**src/rtl/pixel_seq_pkg.sv**
```systemverilog
// Shared types and sizing helpers for the pixel-array frame sequencer.
// The default state encoding and parameter values live here so the top and bench agree.
package pixel_seq_pkg;

  typedef enum logic [2:0] {
    IDLE    = 3'd0,
    ERASE   = 3'd1,
    EXPOSE  = 3'd2,
    CONVERT = 3'd3,
    READ    = 3'd4,
    DONE    = 3'd5
  } seq_state_t;

  localparam int DEF_WIDTH        = 8;
  localparam int DEF_ERASE_CYCLES = 5;
  localparam int DEF_N_ROWS       = 2;
  localparam int DEF_READ_CYCLES  = 3;
  localparam int DEF_EXP_W        = 16;

  // Bits needed to hold the value v (at least one).
  function automatic int bits_for(input int v);
    int b;
    b = $clog2(v + 1);
    return (b < 1) ? 1 : b;
  endfunction

  // The timer must hold the longest phase length minus one without overflow.
  function automatic int timer_width(input int exp_w, input int width,
                                     input int erase_cycles, input int read_cycles);
    int w;
    w = exp_w;
    if (width + 1 > w) w = width + 1;
    if (bits_for(erase_cycles) > w) w = bits_for(erase_cycles);
    if (bits_for(read_cycles) > w) w = bits_for(read_cycles);
    return w;
  endfunction

endpackage

```
**src/rtl/pixel_frame_sequencer_phase_timer.sv**
```systemverilog
// Loadable down-counter used to time each sequencer phase.
// Holds at zero until reloaded; zero flag is decoded from the stored count.
module phase_timer #(
  parameter int W = 8
) (
  input  logic         clk,
  input  logic         reset,
  input  logic         load,
  input  logic [W-1:0] load_value,
  output logic         zero
);

  logic [W-1:0] count_q;
  logic [W-1:0] count_d;

  always_comb begin
    count_d = count_q;
    if (load) begin
      count_d = load_value;
    end else if (count_q != '0) begin
      count_d = count_q - W'(1);
    end
  end

  always_ff @(posedge clk) begin
    if (!reset) begin
      count_q <= '0;
    end else begin
      count_q <= count_d;
    end
  end

  assign zero = (count_q == '0);

endmodule

```
**src/rtl/pixel_frame_sequencer.sv**
```systemverilog
// Frame controller for the pixel-array ADC: erase, expose, convert (Graycounter sweep), readout.
// Optional back-to-back frames are enabled by defining PIXEL_SEQ_CONTINUOUS_EN.
module pixel_frame_sequencer
  import pixel_seq_pkg::*;
#(
  parameter int WIDTH        = DEF_WIDTH,
  parameter int ERASE_CYCLES = DEF_ERASE_CYCLES,
  parameter int N_ROWS       = DEF_N_ROWS,
  parameter int READ_CYCLES  = DEF_READ_CYCLES,
  parameter int EXP_W        = DEF_EXP_W,
  localparam int ROW_W       = (N_ROWS > 1) ? $clog2(N_ROWS) : 1
) (
  input  logic             clk,
  input  logic             reset,
  input  logic             start,
  input  logic             abort,
  input  logic [EXP_W-1:0] expose_time,
  output logic             erase,
  output logic             expose,
  output logic             convert,
  output logic             counter_reset,
  output logic             read,
  output logic [ROW_W-1:0] read_row,
  output logic             busy,
  output logic             done
);

  localparam int TW = timer_width(EXP_W, WIDTH, ERASE_CYCLES, READ_CYCLES);

  localparam logic [TW-1:0]    ERASE_LOAD   = TW'(ERASE_CYCLES - 1);
  localparam logic [TW-1:0]    CONVERT_LOAD = TW'((2 ** WIDTH) - 1);
  localparam logic [TW-1:0]    READ_LOAD    = TW'(READ_CYCLES - 1);
  localparam logic [ROW_W-1:0] LAST_ROW     = ROW_W'(N_ROWS - 1);

  seq_state_t       state_q, state_d;
  logic [EXP_W-1:0] exp_q, exp_d;
  logic [ROW_W-1:0] read_row_q, read_row_d;

  logic             erase_q, erase_d;
  logic             expose_q, expose_d;
  logic             convert_q, convert_d;
  logic             counter_reset_q, counter_reset_d;
  logic             read_q, read_d;
  logic             busy_q, busy_d;
  logic             done_q, done_d;

  logic             timer_load;
  logic [TW-1:0]    timer_value;
  logic             timer_zero;
  logic [TW-1:0]    expose_load;

  phase_timer #(
    .W(TW)
  ) u_phase_timer (
    .clk       (clk),
    .reset     (reset),
    .load      (timer_load),
    .load_value(timer_value),
    .zero      (timer_zero)
  );

  // A zero exposure still produces one expose cycle.
  assign expose_load = (exp_q == '0) ? '0 : (TW'(exp_q) - TW'(1));

  always_comb begin
    state_d     = state_q;
    exp_d       = exp_q;
    read_row_d  = read_row_q;
    timer_load  = 1'b0;
    timer_value = '0;

    case (state_q)
      IDLE: begin
        if (start && !abort) begin
          state_d     = ERASE;
          exp_d       = expose_time;
          timer_load  = 1'b1;
          timer_value = ERASE_LOAD;
        end
      end
      ERASE: begin
        if (timer_zero) begin
          state_d     = EXPOSE;
          timer_load  = 1'b1;
          timer_value = expose_load;
        end
      end
      EXPOSE: begin
        if (timer_zero) begin
          state_d     = CONVERT;
          timer_load  = 1'b1;
          timer_value = CONVERT_LOAD;
        end
      end
      CONVERT: begin
        if (timer_zero) begin
          state_d     = READ;
          read_row_d  = '0;
          timer_load  = 1'b1;
          timer_value = READ_LOAD;
        end
      end
      READ: begin
        if (timer_zero) begin
          if (read_row_q == LAST_ROW) begin
            state_d = DONE;
          end else begin
            read_row_d  = read_row_q + ROW_W'(1);
            timer_load  = 1'b1;
            timer_value = READ_LOAD;
          end
        end
      end
      DONE: begin
`ifdef PIXEL_SEQ_CONTINUOUS_EN
        if (start && !abort) begin
          state_d     = ERASE;
          exp_d       = expose_time;
          timer_load  = 1'b1;
          timer_value = ERASE_LOAD;
        end else begin
          state_d = IDLE;
        end
`else
        state_d = IDLE;
`endif
      end
      default: begin
        state_d = IDLE;
      end
    endcase

    // Abort wins over every phase transition; the latched exposure is left alone.
    if (abort && (state_q != IDLE)) begin
      state_d     = IDLE;
      timer_load  = 1'b1;
      timer_value = '0;
    end

    if (state_d != READ) begin
      read_row_d = '0;
    end
  end

  always_comb begin
    erase_d         = (state_d == ERASE);
    expose_d        = (state_d == EXPOSE);
    convert_d       = (state_d == CONVERT);
    counter_reset_d = (state_d != CONVERT);
    read_d          = (state_d == READ);
    busy_d          = (state_d != IDLE);
    done_d          = (state_d == DONE);
  end

  always_ff @(posedge clk) begin
    if (!reset) begin
      state_q         <= IDLE;
      exp_q           <= '0;
      read_row_q      <= '0;
      erase_q         <= 1'b0;
      expose_q        <= 1'b0;
      convert_q       <= 1'b0;
      counter_reset_q <= 1'b1;
      read_q          <= 1'b0;
      busy_q          <= 1'b0;
      done_q          <= 1'b0;
    end else begin
      state_q         <= state_d;
      exp_q           <= exp_d;
      read_row_q      <= read_row_d;
      erase_q         <= erase_d;
      expose_q        <= expose_d;
      convert_q       <= convert_d;
      counter_reset_q <= counter_reset_d;
      read_q          <= read_d;
      busy_q          <= busy_d;
      done_q          <= done_d;
    end
  end

  assign erase         = erase_q;
  assign expose        = expose_q;
  assign convert       = convert_q;
  assign counter_reset = counter_reset_q;
  assign read          = read_q;
  assign read_row      = read_row_q;
  assign busy          = busy_q;
  assign done          = done_q;

endmodule

```
**config.mk**
```make
export PLATFORM = sky130hd
export DESIGN_NAME = pixel_frame_sequencer
export DESIGN_NICKNAME = d
export VERILOG_FILES = /design/src/rtl/pixel_seq_pkg.sv /design/src/rtl/pixel_frame_sequencer_phase_timer.sv /design/src/rtl/pixel_frame_sequencer.sv
export SDC_FILE = /design/constraint.sdc
export NUM_CORES = 1
export LEC_CHECK = 0
export ABC_CLOCK_PERIOD_IN_PS = 6200
export CAP_MARGIN = 10
export CORE_MARGIN = 2
export CORE_UTILIZATION = 60
export DETAILED_ROUTE_END_ITERATION = 16
export PLACE_DENSITY = 0.87
export SLEW_MARGIN = 20
export SYNTH_ARGS = -nofsm -noshare
export SYNTH_HDL_FRONTEND = slang
export SYNTH_SLANG_ARGS = --single-unit
```
**constraint.sdc**
```tcl
create_clock -name clk -period 6.2 [get_ports clk]
set_clock_uncertainty 0.15 [all_clocks]
set_input_delay 0.62 -clock clk [delete_from_list [all_inputs] [get_ports clk]]
set_output_delay 0.62 -clock clk [all_outputs]
set_load 0.05 [all_outputs]
```
# Word level (Yosys, flattened, before mapping)
# Index checks and enable logic that the tools add are counted.
[op_classes] n_addsub=3 n_eq_ne=13 n_mux=29 bitwise_logic=1 n_reduce_logical=15
[op_table] cell="2-to-1 mux 16 bit" count=5
[op_table] cell="case mux 16 bit (5 select lines)" count=1
[op_table] cell="zero test 16 bit" count=2
[op_table] cell="subtractor 16 x 1 -> 16 bit, second input constant" count=2
[op_table] cell="2-to-1 mux 3 bit" count=8
[op_table] cell="nonzero test 16 bit" count=1
[op_table] cell="case mux 3 bit (5 select lines)" count=1
[op_table] cell="equality test 3 x 2 -> 1 bit, second input constant" count=4
[op_table] cell="equality test 3 bit, second input constant" count=3
[op_table] cell="2-to-1 mux 1 bit" count=8
[op_table] cell="2-to-1 mux 8 bit" count=1
[op_table] cell="equality test 3 x 1 -> 1 bit, second input constant" count=2
[op_table] cell="2-to-1 mux 2 bit" count=3
[op_table] cell="nonzero test 3 bit" count=2
[op_table] cell="!= test 2 bit, second input constant" count=2
[op_table] cell="nonzero test 2 bit" count=2
[op_table] cell="zero test 3 bit" count=1
[op_table] cell="!= test 3 x 2 -> 1 bit, second input constant" count=1
[op_table] cell="!= test 3 bit, second input constant" count=1
[op_table] cell="case mux 1 bit (3 select lines)" count=1
[op_table] cell="AND reduction 3 bit" count=1
[op_table] cell="OR reduction 3 bit" count=1
[op_table] cell="logical AND 1 bit" count=2
[op_table] cell="case mux 1 bit (2 select lines)" count=1
[op_table] cell="other kinds (5)" count=5
[totals] reg_bits=43 in_bits=20 out_inout_bits=8 elab_cells=72

# Depth between registers and ports, before layout
# Gate-level depths: netlist of run 1.
[depth] ltp_word=7 ltp_mapped=9 mapped_depth_nobuf=7

# Hierarchy
# From an unflattened synthesis of run 1, not the netlist that was laid out.
[hier_totals] cells_unflattened=311 hier_area_um2=2488.6
[by_module_without_submodules] mod="pixel_frame_sequencer" n_inst=1 cells_each=195 area_per_inst_um2=1549.0 seq_area_each_um2=540.5
[by_module_without_submodules] mod="phase_timer" n_inst=1 cells_each=116 area_per_inst_um2=939.7 seq_area_each_um2=320.3

# Least setup slack after synthesis of run 1
# No wires, ideal clock.
[synth_path] kind="flip-flop to flip-flop" from="register read_row_q (netlist: read_row)" to="register u_phase_timer.count_q[13]" setup_time_ps=70 arrival_ps=2019 required_ps=5980 path_slack_ps=3960 stages_incl_launch_ff=7 n_path_buf=1 period_less_slack_ps=2240 cell_sequence="dfxtp_1 > or3_1 > a221o_1 > nor4_1 > buf_2 > o21ai_1 > a21oi_1"
[synth_via] elab_chain_len=5 word_cells_on_any_way=6 cone_classes="mux (5); reduce/logical (1)"
[synth_lines] item="start, declared" line_no="pixel_frame_sequencer.sv:37" rtl="logic [ROW_W-1:0] read_row_q, read_row_d;"
[synth_lines] item="start signal, assigned" line_no="pixel_frame_sequencer.sv:170" rtl="read_row_q <= read_row_d;"
[synth_lines] item="2-to-1 mux 1 bit *" line_no="pixel_frame_sequencer.sv:105" rtl="if (read_row_q == LAST_ROW) begin"
[synth_lines] item="2-to-1 mux 1 bit *" line_no="pixel_frame_sequencer.sv:104" rtl="if (timer_zero) begin"
[synth_lines] item="case mux 1 bit (3 select lines) *" line_no="pixel_frame_sequencer.sv:72" rtl="case (state_q)"
[synth_lines] item="2-to-1 mux 1 bit *" line_no="pixel_frame_sequencer.sv:134" rtl="if (abort && (state_q != IDLE)) begin"
[synth_lines] item="2-to-1 mux 16 bit / nonzero test 2 bit (equally long branches)"
[synth_lines] item="end signal, assigned" line_no="pixel_frame_sequencer_phase_timer.sv:29" rtl="count_q <= count_d;"
[synth_lines] item="end, declared" line_no="pixel_frame_sequencer_phase_timer.sv:13" rtl="logic [W-1:0] count_q;"
# Mark *: on every way between the ends. The rest lies on a longest branch, timed or not.
# A chain may end at the register's enable or synchronous reset.

# Worst setup path after layout of run 1
[layout_path] from="register u_phase_timer.count_q[2]" to="register busy_q (netlist: busy)"
[layout_via] elab_chain_len=5 word_cells_on_any_way=8 cone_classes="mux (6); reduce/logical (2)"
[layout_lines] item="zero test 16 bit *" line_no="pixel_frame_sequencer_phase_timer.sv:33" rtl="assign zero = (count_q == '0);"
[layout_lines] item="2-to-1 mux 3 bit (on tied branches)"
[layout_lines] item="case mux 3 bit (5 select lines) *" line_no="pixel_frame_sequencer.sv:72"
[layout_lines] item="2-to-1 mux 3 bit *" line_no="pixel_frame_sequencer.sv:134"
[layout_lines] item="nonzero test 3 bit *" line_no="pixel_frame_sequencer.sv:151" rtl="busy_d = (state_d != IDLE);"
[layout_lines] item="end signal, assigned" line_no="pixel_frame_sequencer.sv:176" rtl="busy_q <= busy_d;"
[layout_lines] item="end, declared" line_no="pixel_frame_sequencer.sv:44" rtl="logic busy_q, busy_d;"
# Marks and branches as above.

==> results of run 1 <==
==> worst paths after layout <==
path | startpoint | end | slack [ns] | cells after the start
worst max-delay path | u_phase_timer.count_q[2]$_SDFFE_PN0P_ | busy$_SDFF_PN0_ | 3.29 | 5
worst min-delay path | exp_q[7]$_SDFFE_PN0P_ | exp_q[7]$_SDFFE_PN0P_ | 0.36 | 2
worst max register to register | u_phase_timer.count_q[2]$_SDFFE_PN0P_ | busy$_SDFF_PN0_ | 3.29 | 5
worst min register to register | exp_q[7]$_SDFFE_PN0P_ | exp_q[7]$_SDFFE_PN0P_ | 0.36 | 2
==> final cells by class <==
cell class / instances / area, um^2
Fill cell: 329 / 1100
Multi-Input combinational cell: 254 / 1540
Inverter: 12 / 45.0
Timing Repair Buffer: 28 / 278
Sequential cell: 43 / 861
Tap cell: 50 / 62.6
Clock buffer: 5 / 68.8
Clock inverter: 3 / 43.8
==> routing by layer <==
layer	vias to the layer above	wire, um	global-route usage
li1	1209	-	-
met1	1104	2660	0.360
met2	104	2810	0.440
met3	13	395	0.0519
met4	0	86	0.0750
met5	-	0	0
==> registers in the layout, indices dropped and copies added, names as in the netlist <==
name,flops
read,1
u_phase_timer.count_q,16
convert,1
counter_reset,1
done,1
erase,1
exp_q,16
expose,1
busy,1
read_row,1
state_q,3
==> where the power goes <==
part	internal [mW]	switching [mW]	total, mW
combinational	0.196	0.276	0.472
sequential	0.319	0.0523	0.371
clock	0.120	0.0991	0.219
==> cell families (layout without fill, tap and decap cells) <==
group                    count (synthesis)  count (layout)  synth area share
buffers and inverters                   27              48            0.0434
adder cells (fa/ha/maj)                  3               3            0.0150
AO/OA/AOI/OAI                           88              88             0.222
XOR/XNOR                                17              17            0.0593
AND/OR/NAND/NOR                        144             144             0.310
flip-flops                              43              43             0.343
multiplexers                             2               2           0.00798
==> per-stage QoR <==
step / worst slack [ns] / utilization / total power, mW / std cells
2_1_floorplan: 3.96 / - / 0.737 / 324
3_3_place_gp: 3.40 / 0.697 / 0.822 / 387
3_5_place_dp: 3.36 / 0.697 / 0.833 / 387
4_1_cts: 3.40 / 0.725 / 1.05 / 395
5_1_grt: 3.00 / 0.725 / 1.13 / 395
6_report: 3.29 / 0.725 / 1.06 / 395
==> critical path, delay by kind of cell, from the launching register on <==
family / cells / cell delay [ns]
muxes: 1 / 0.42
AOI/OAI and AO/OA: 2 / 0.61
and+or+nand+nor: 2 / 1.23
DFF: 1 / 0.38
==> cells in the mapped netlist (3+ instances only) <==
master,n
a21boi_0,16
a21oi_1,31
and2_1,3
buf_2,3
clkbuf_1,9
dfxtp_1,43
ha_1,3
inv_1,11
nand2_1,55
nand2b_1,4
nand3_1,3
nand4b_1,3
nor2_1,13
nor2b_1,3
nor3_1,11
nor3b_1,4
nor4_1,15
o21a_1,5
o21ai_0,13
o21ai_1,7
or3_1,8
or4_1,7
or4b_2,3
xnor2_1,8
xor2_1,9
==> summary.md, run 1 <==
| Metric | Value |
|---|---|
| Fin. Hold Viols | `0` |
| Num CTS Buffers | `5` |
| Max clock buf depth | `2` |
| Routed len/inst | `roughly 15 um` |
| Arr. time, crit path | `2.95 ns` |
| CP required | `6.24 ns` |
| Achievable frequency | `approximately 340 MHz` |
| Peak supply drop | `0.216 mV` |
| Warning count from the yosys run | `0` |
| Net count after synthesis | `~350` |
| Final worst-path cycle share | `0.470` |
| Number of global-route vias before repair | `2101` |
| Post-route minimum period | `2.91 ns` |
| Clock tree sinks | `43` |
| Total Routed Length | `5950 um` |
| Ys flop type | `dfxtp_1` |
| Routed via count | `between 2k and 2.5k` |
| Crit-path slowest cell | `nand4_1` |
| Cell Area, Synth | `roughly 0.0025 mm^2` |
| Max-cap violations | `0` |
| Setup-failing EPs final | `0` |
| Largest net degree at the start of global routing | `25` |
| CTS clock-pin slew for the worst setup and hold paths | `0.09 ns` |
| Pwr per Cell Area | `366 mW/mm^2` |
| Number of DRC markers in iteration 0 | `roughly 250` |
| I/O Buffers | `27` |
| Post-DP HPWL | `4280 um` |
| Post_cts resized | `0` |
| Avg Inst Size Synth | `a little under 8 um^2` |
| Post-synthesis sequential area ratio | `0.343` |
| Area Overhead vs Synth | `15.5%` |
| Hold_ws | `0.362 ns` |
| FP Rows | `23` |
| Commonest non-fill, non-tap cells in the layout | `55 x nand2_1, 43 x dfxtp_1, 31 x a21oi_1` |
| Die X | `68.7 um` |
| Post-synth ARST share | `0` |
| Synth unique cells | `53` |
| RSZ-0062 raised after global routing | `no` |
| Post-CTS Setup Repair Bufs | `0` |
| Max stage delay on crit path | `0.67 ns` |
| Antenna Nets Post-Route | `0` |
| Number of primary I/O pins | `28` |
| Setup TNS | `0 ns` |
| GRT Util Overall | `0.269` |
| Relative slew slack | `0.405` |
| Post-synth top area share | `0.343` |
| Die area | `between 0.004 and 0.005 mm^2` |
| Most common cell after layout, fill and taps aside | `nand2_1` |
| Chip Height | `68.7 um` |
| Ant diodes | `0` |
| Leak Pwr | `1.06 nW` |
| DRT Pass-1 Iters | `5` |
| Layout cells sized above 1 | `0.0638` |
| Placed Area | `between 0.002 and 0.003 mm^2` |
| CTS Hold Buffers Added | `0` |
| Top cells by area, synth | `dfxtp_1 34%, nand2_1 8.2%, a21oi_1 6.2%` |
| Initial core utilization | `0.627` |
| H-tree depth | `2` |
| CP Max Fanout | `17` |
| Cell chain of the critical path | `nor4_2 -> nand4_1 -> mux2i_1 -> o21ai_1 -> a211o_1` |
| CP Launch Type | `flip-flop` |
| Hold crit path type | `reg -> reg` |
| Number of flops mapped to enable cells by yosys | `0` |
| Wire length of the first global-routing pass | `9620 um` |
| Crit. End Element | `flip-flop` |
| Tightest Pin Transition | `0.893 ns` |
| Worst setup path category | `reg -> reg` |
| Vias/cell | `between 6 and 7` |
| Nets | `367` |
| CTS tree | `yes` |
| Yosys top cell by area | `dfxtp_1` |
| FF+latch count, synth | `43` |
| CTS Root Cell | `clkbuf_8` |
| GPL Wtd Cong | `0.943` |
| Grt ovf | `0` |
| DRC Markers | `0` |
| Status | `completed` |
| Core area | `0.00400 mm^2` |
| Clk Latency, worst-skew pair | `about 0.30 ns` |
| Initial antenna violation count | `0` |
| Cell area after layout | `0.00290 mm^2` |
| Syn Inst Count | `324` |
| Pins Over Slew Limit | `0` |
No activity file was read; power rests on OpenSTA's default activity.
==> run 2, diff against run 1 <==
--- a/config.mk
+++ b/config.mk
@@ -5,12 +5,12 @@
 export SDC_FILE = /design/constraint.sdc
 export NUM_CORES = 1
 export LEC_CHECK = 0
-export ABC_CLOCK_PERIOD_IN_PS = 6200
+export ABC_CLOCK_PERIOD_IN_PS = 2500
 export CAP_MARGIN = 10
 export CORE_MARGIN = 2
-export CORE_UTILIZATION = 60
+export CORE_UTILIZATION = 51
 export DETAILED_ROUTE_END_ITERATION = 16
-export PLACE_DENSITY = 0.87
+export PLACE_DENSITY = 0.79
 export SLEW_MARGIN = 20
 export SYNTH_ARGS = -nofsm -noshare
 export SYNTH_HDL_FRONTEND = slang
==> constraint.sdc (replaced) <==
create_clock -name clk -period 2.5 [get_ports clk]
set_clock_uncertainty 0.15 [all_clocks]
set_input_delay 0.25 -clock clk [delete_from_list [all_inputs] [get_ports clk]]
set_output_delay 0.25 -clock clk [all_outputs]
set_load 0.05 [all_outputs]
==> summary.md, run 2 (synthesized netlist as in run 1, its figures left out) <==
| Metric | Value |
|---|---|
| CTS tree | `yes` |
| Clk Latency, worst-skew pair | `around 0.31 ns` |
| RSZ-0062 raised after global routing | `yes` |
| Post-CTS Setup Repair Bufs | `0` |
| GPL Wtd Cong | `0.914` |
| H-tree depth | `2` |
| Wire length of the first global-routing pass | `10500 um` |
| Number of DRC markers in iteration 0 | `194` |
| Crit-path slowest cell | `or4b_2` |
| Number of global-route vias before repair | `2308` |
| Fin. Hold Viols | `0` |
| Cell chain of the critical path | `inv_1 -> buf_4 -> ha_1 -> or4b_2 -> nor4_1 -> xor2_1 -> nand2_1 -> a21oi_1` |
| Reg2reg end | `u_phase_timer.count_q[14]$_SDFFE_PN0P_` |
| Seq. cell area | `861 um^2` |
| Antenna Nets Post-Route | `0` |
| Max stage delay on crit path | `0.63 ns` |
| Grt ovf | `0` |
| Num CTS Buffers | `5` |
| R2R setup slack | `0.12 ns` |
| Regs by FF count | `exp_q x16, u_phase_timer.count_q x16, state_q x3` |
| Crit path to | `u_phase_timer.count_q[14]$_SDFFE_PN0P_` |
| GRT Util Overall | `0.250` |
| Cell area after layout | `approximately 0.0032 mm^2` |
| Die X | `74.2 um` |
| CP Max Fanout | `6` |
| Crit. Startpoint | `u_phase_timer.count_q[0]$_SDFFE_PN0P_` |
| CTS Root Cell | `clkbuf_8` |
| Chip Height | `between 70 and 80 um` |
| Final worst-path cycle share | `0.953` |
| Reg2Reg Depth | `8` |
| Relative slew slack | `0.592` |
| Tightest Pin Transition | `0.607 ns` |
| Setup-failing EPs final | `0` |
| Fill cells | `393` |
| Max clock buf depth | `2` |
| Commonest non-fill, non-tap cells in the layout | `55 x nand2_1, 43 x dfxtp_1, 30 x a21oi_1` |
| DRT Pass-1 Iters | `4` |
| Post-route minimum period | `2.38 ns` |
| Leak Pwr | `1.20 nW` |
| Area of the multi-input gates | `0.00157 mm^2` |
| Routed len/inst | `14.6 um` |
| Arr. time, crit path | `2.46 ns` |
| Number of primary I/O pins | `28` |
| Largest net degree at the start of global routing | `20` |
| Clock tree sinks | `43` |
| Met1 usage | `0.330` |
| Initial core utilization | `0.531` |
| Worst R2R Start | `u_phase_timer.count_q[0]$_SDFFE_PN0P_` |
| Core area | `0.00472 mm^2` |
| Status | `completed` |
| Placed Cells | `432` |
| Die area | `between 0.005 and 0.006 mm^2` |
| Final core occ | `0.670` |
| Fin cells | `440` |
| Layout cells sized above 1 | `0.147` |
| Initial antenna violation count | `0` |
| Worst setup path category | `reg -> reg` |
| Placed Area | `roughly 0.003 mm^2` |
| Setup TNS | `0 ns` |
| Max-cap violations | `0` |
| Hold crit path type | `in -> reg` |
| CP required | `approximately 2.6 ns` |
| FP Rows | `25` |
| Peak supply drop | `0.729 mV` |
| Busiest grt layer | `met2` |
| Achievable frequency | `420 MHz` |
| Pins Over Slew Limit | `0` |
| Routed via count | `2481` |
| Total Routed Length | `approximately 6400 um` |
| Nets | `395` |
| Pwr per Cell Area | `roughly 900 mW/mm^2` |
| M3 GR Usage | `0.0556` |
| Post-DP HPWL | `roughly 4800 um` |
| CP Launch Type | `flip-flop` |
| Ant diodes | `0` |
| Crit. End Element | `flip-flop` |
| Most common cell after layout, fill and taps aside | `nand2_1` |
| Vias/cell | `5.64` |
| I/O Buffers | `27` |
| DRC Markers | `0` |
| M2 GR Usage | `0.403` |
| CTS clock-pin slew for the worst setup and hold paths | `roughly 0.090 ns` |
| Area Overhead vs Synth | `26.1%` |
[run 2: metrics by stage]
step / setup WS, ns / hold slack (ns) / total power [mW]
after floorplan: 0.260 / 0.190 / 1.83
after global placement: -0.0937 / 0.330 / 2.21
after detailed placement: -0.114 / 0.338 / 2.23
after CTS: 0.0441 / 0.345 / 2.81
after global routing: -0.0169 / 0.373 / 3.03
final: 0.117 / 0.345 / 2.86
[run 2: worst min path at each step]
stage,start,end,slack [ns],cells after the start
detailed placement,exp_q[5]$_SDFFE_PN0P_,exp_q[5]$_SDFFE_PN0P_,0.34,2
finish,expose_time[1],exp_q[1]$_SDFFE_PN0P_,0.35,3
floorplan,abort,state_q[2]$_SDFF_PN0_,0.19,1
global route,exp_q[8]$_SDFFE_PN0P_,exp_q[8]$_SDFFE_PN0P_,0.37,2
CTS,expose_time[9],exp_q[9]$_SDFFE_PN0P_,0.35,3
global placement,exp_q[9]$_SDFFE_PN0P_,exp_q[9]$_SDFFE_PN0P_,0.33,2
[run 2: what timing repair did]
item,in CTS,in global routing
resized for setup,1,6
hold buffers,0,0
setup endpoints to repair,7,11
cloned,0,0
[run 2: power by group]
part	switching, mW	internal [mW]	leakage [nW]
registers	0.102	0.790	0.351
clock network	0.266	0.303	0.0587
logic	0.775	0.620	0.795
total	1.14	1.71	1.20
[run 2: worst max-delay path: cells and delay by family (launching register included)]
family,cells,cell delay [ns]
AO/OA/AOI/OAI,1,0.15
flip-flops,1,0.33
adder cells (fa/ha/maj),1,0.27
AND/OR/NAND/NOR,3,1.04
buffers and inverters,2,0.18
XOR/XNOR,1,0.18
[run 2: per-layer routing]
layer / share of wire / vias to the layer above
li1: - / 1264
met1: 0.46 / 1136
met2: 0.46 / 71
met3: 0.065 / 10
met4: 0.017 / 0
met5: 0 / -
[run 2: area by class of cell]
type | instances | share of cell area
multi-input cells | 254 | 0.496
well taps | 67 | 0.0265
clock inverters | 3 | 0.0150
repair buffers | 56 | 0.154
flip-flops and latches | 43 | 0.272
clock buffers | 5 | 0.0217
inverters | 12 | 0.0142
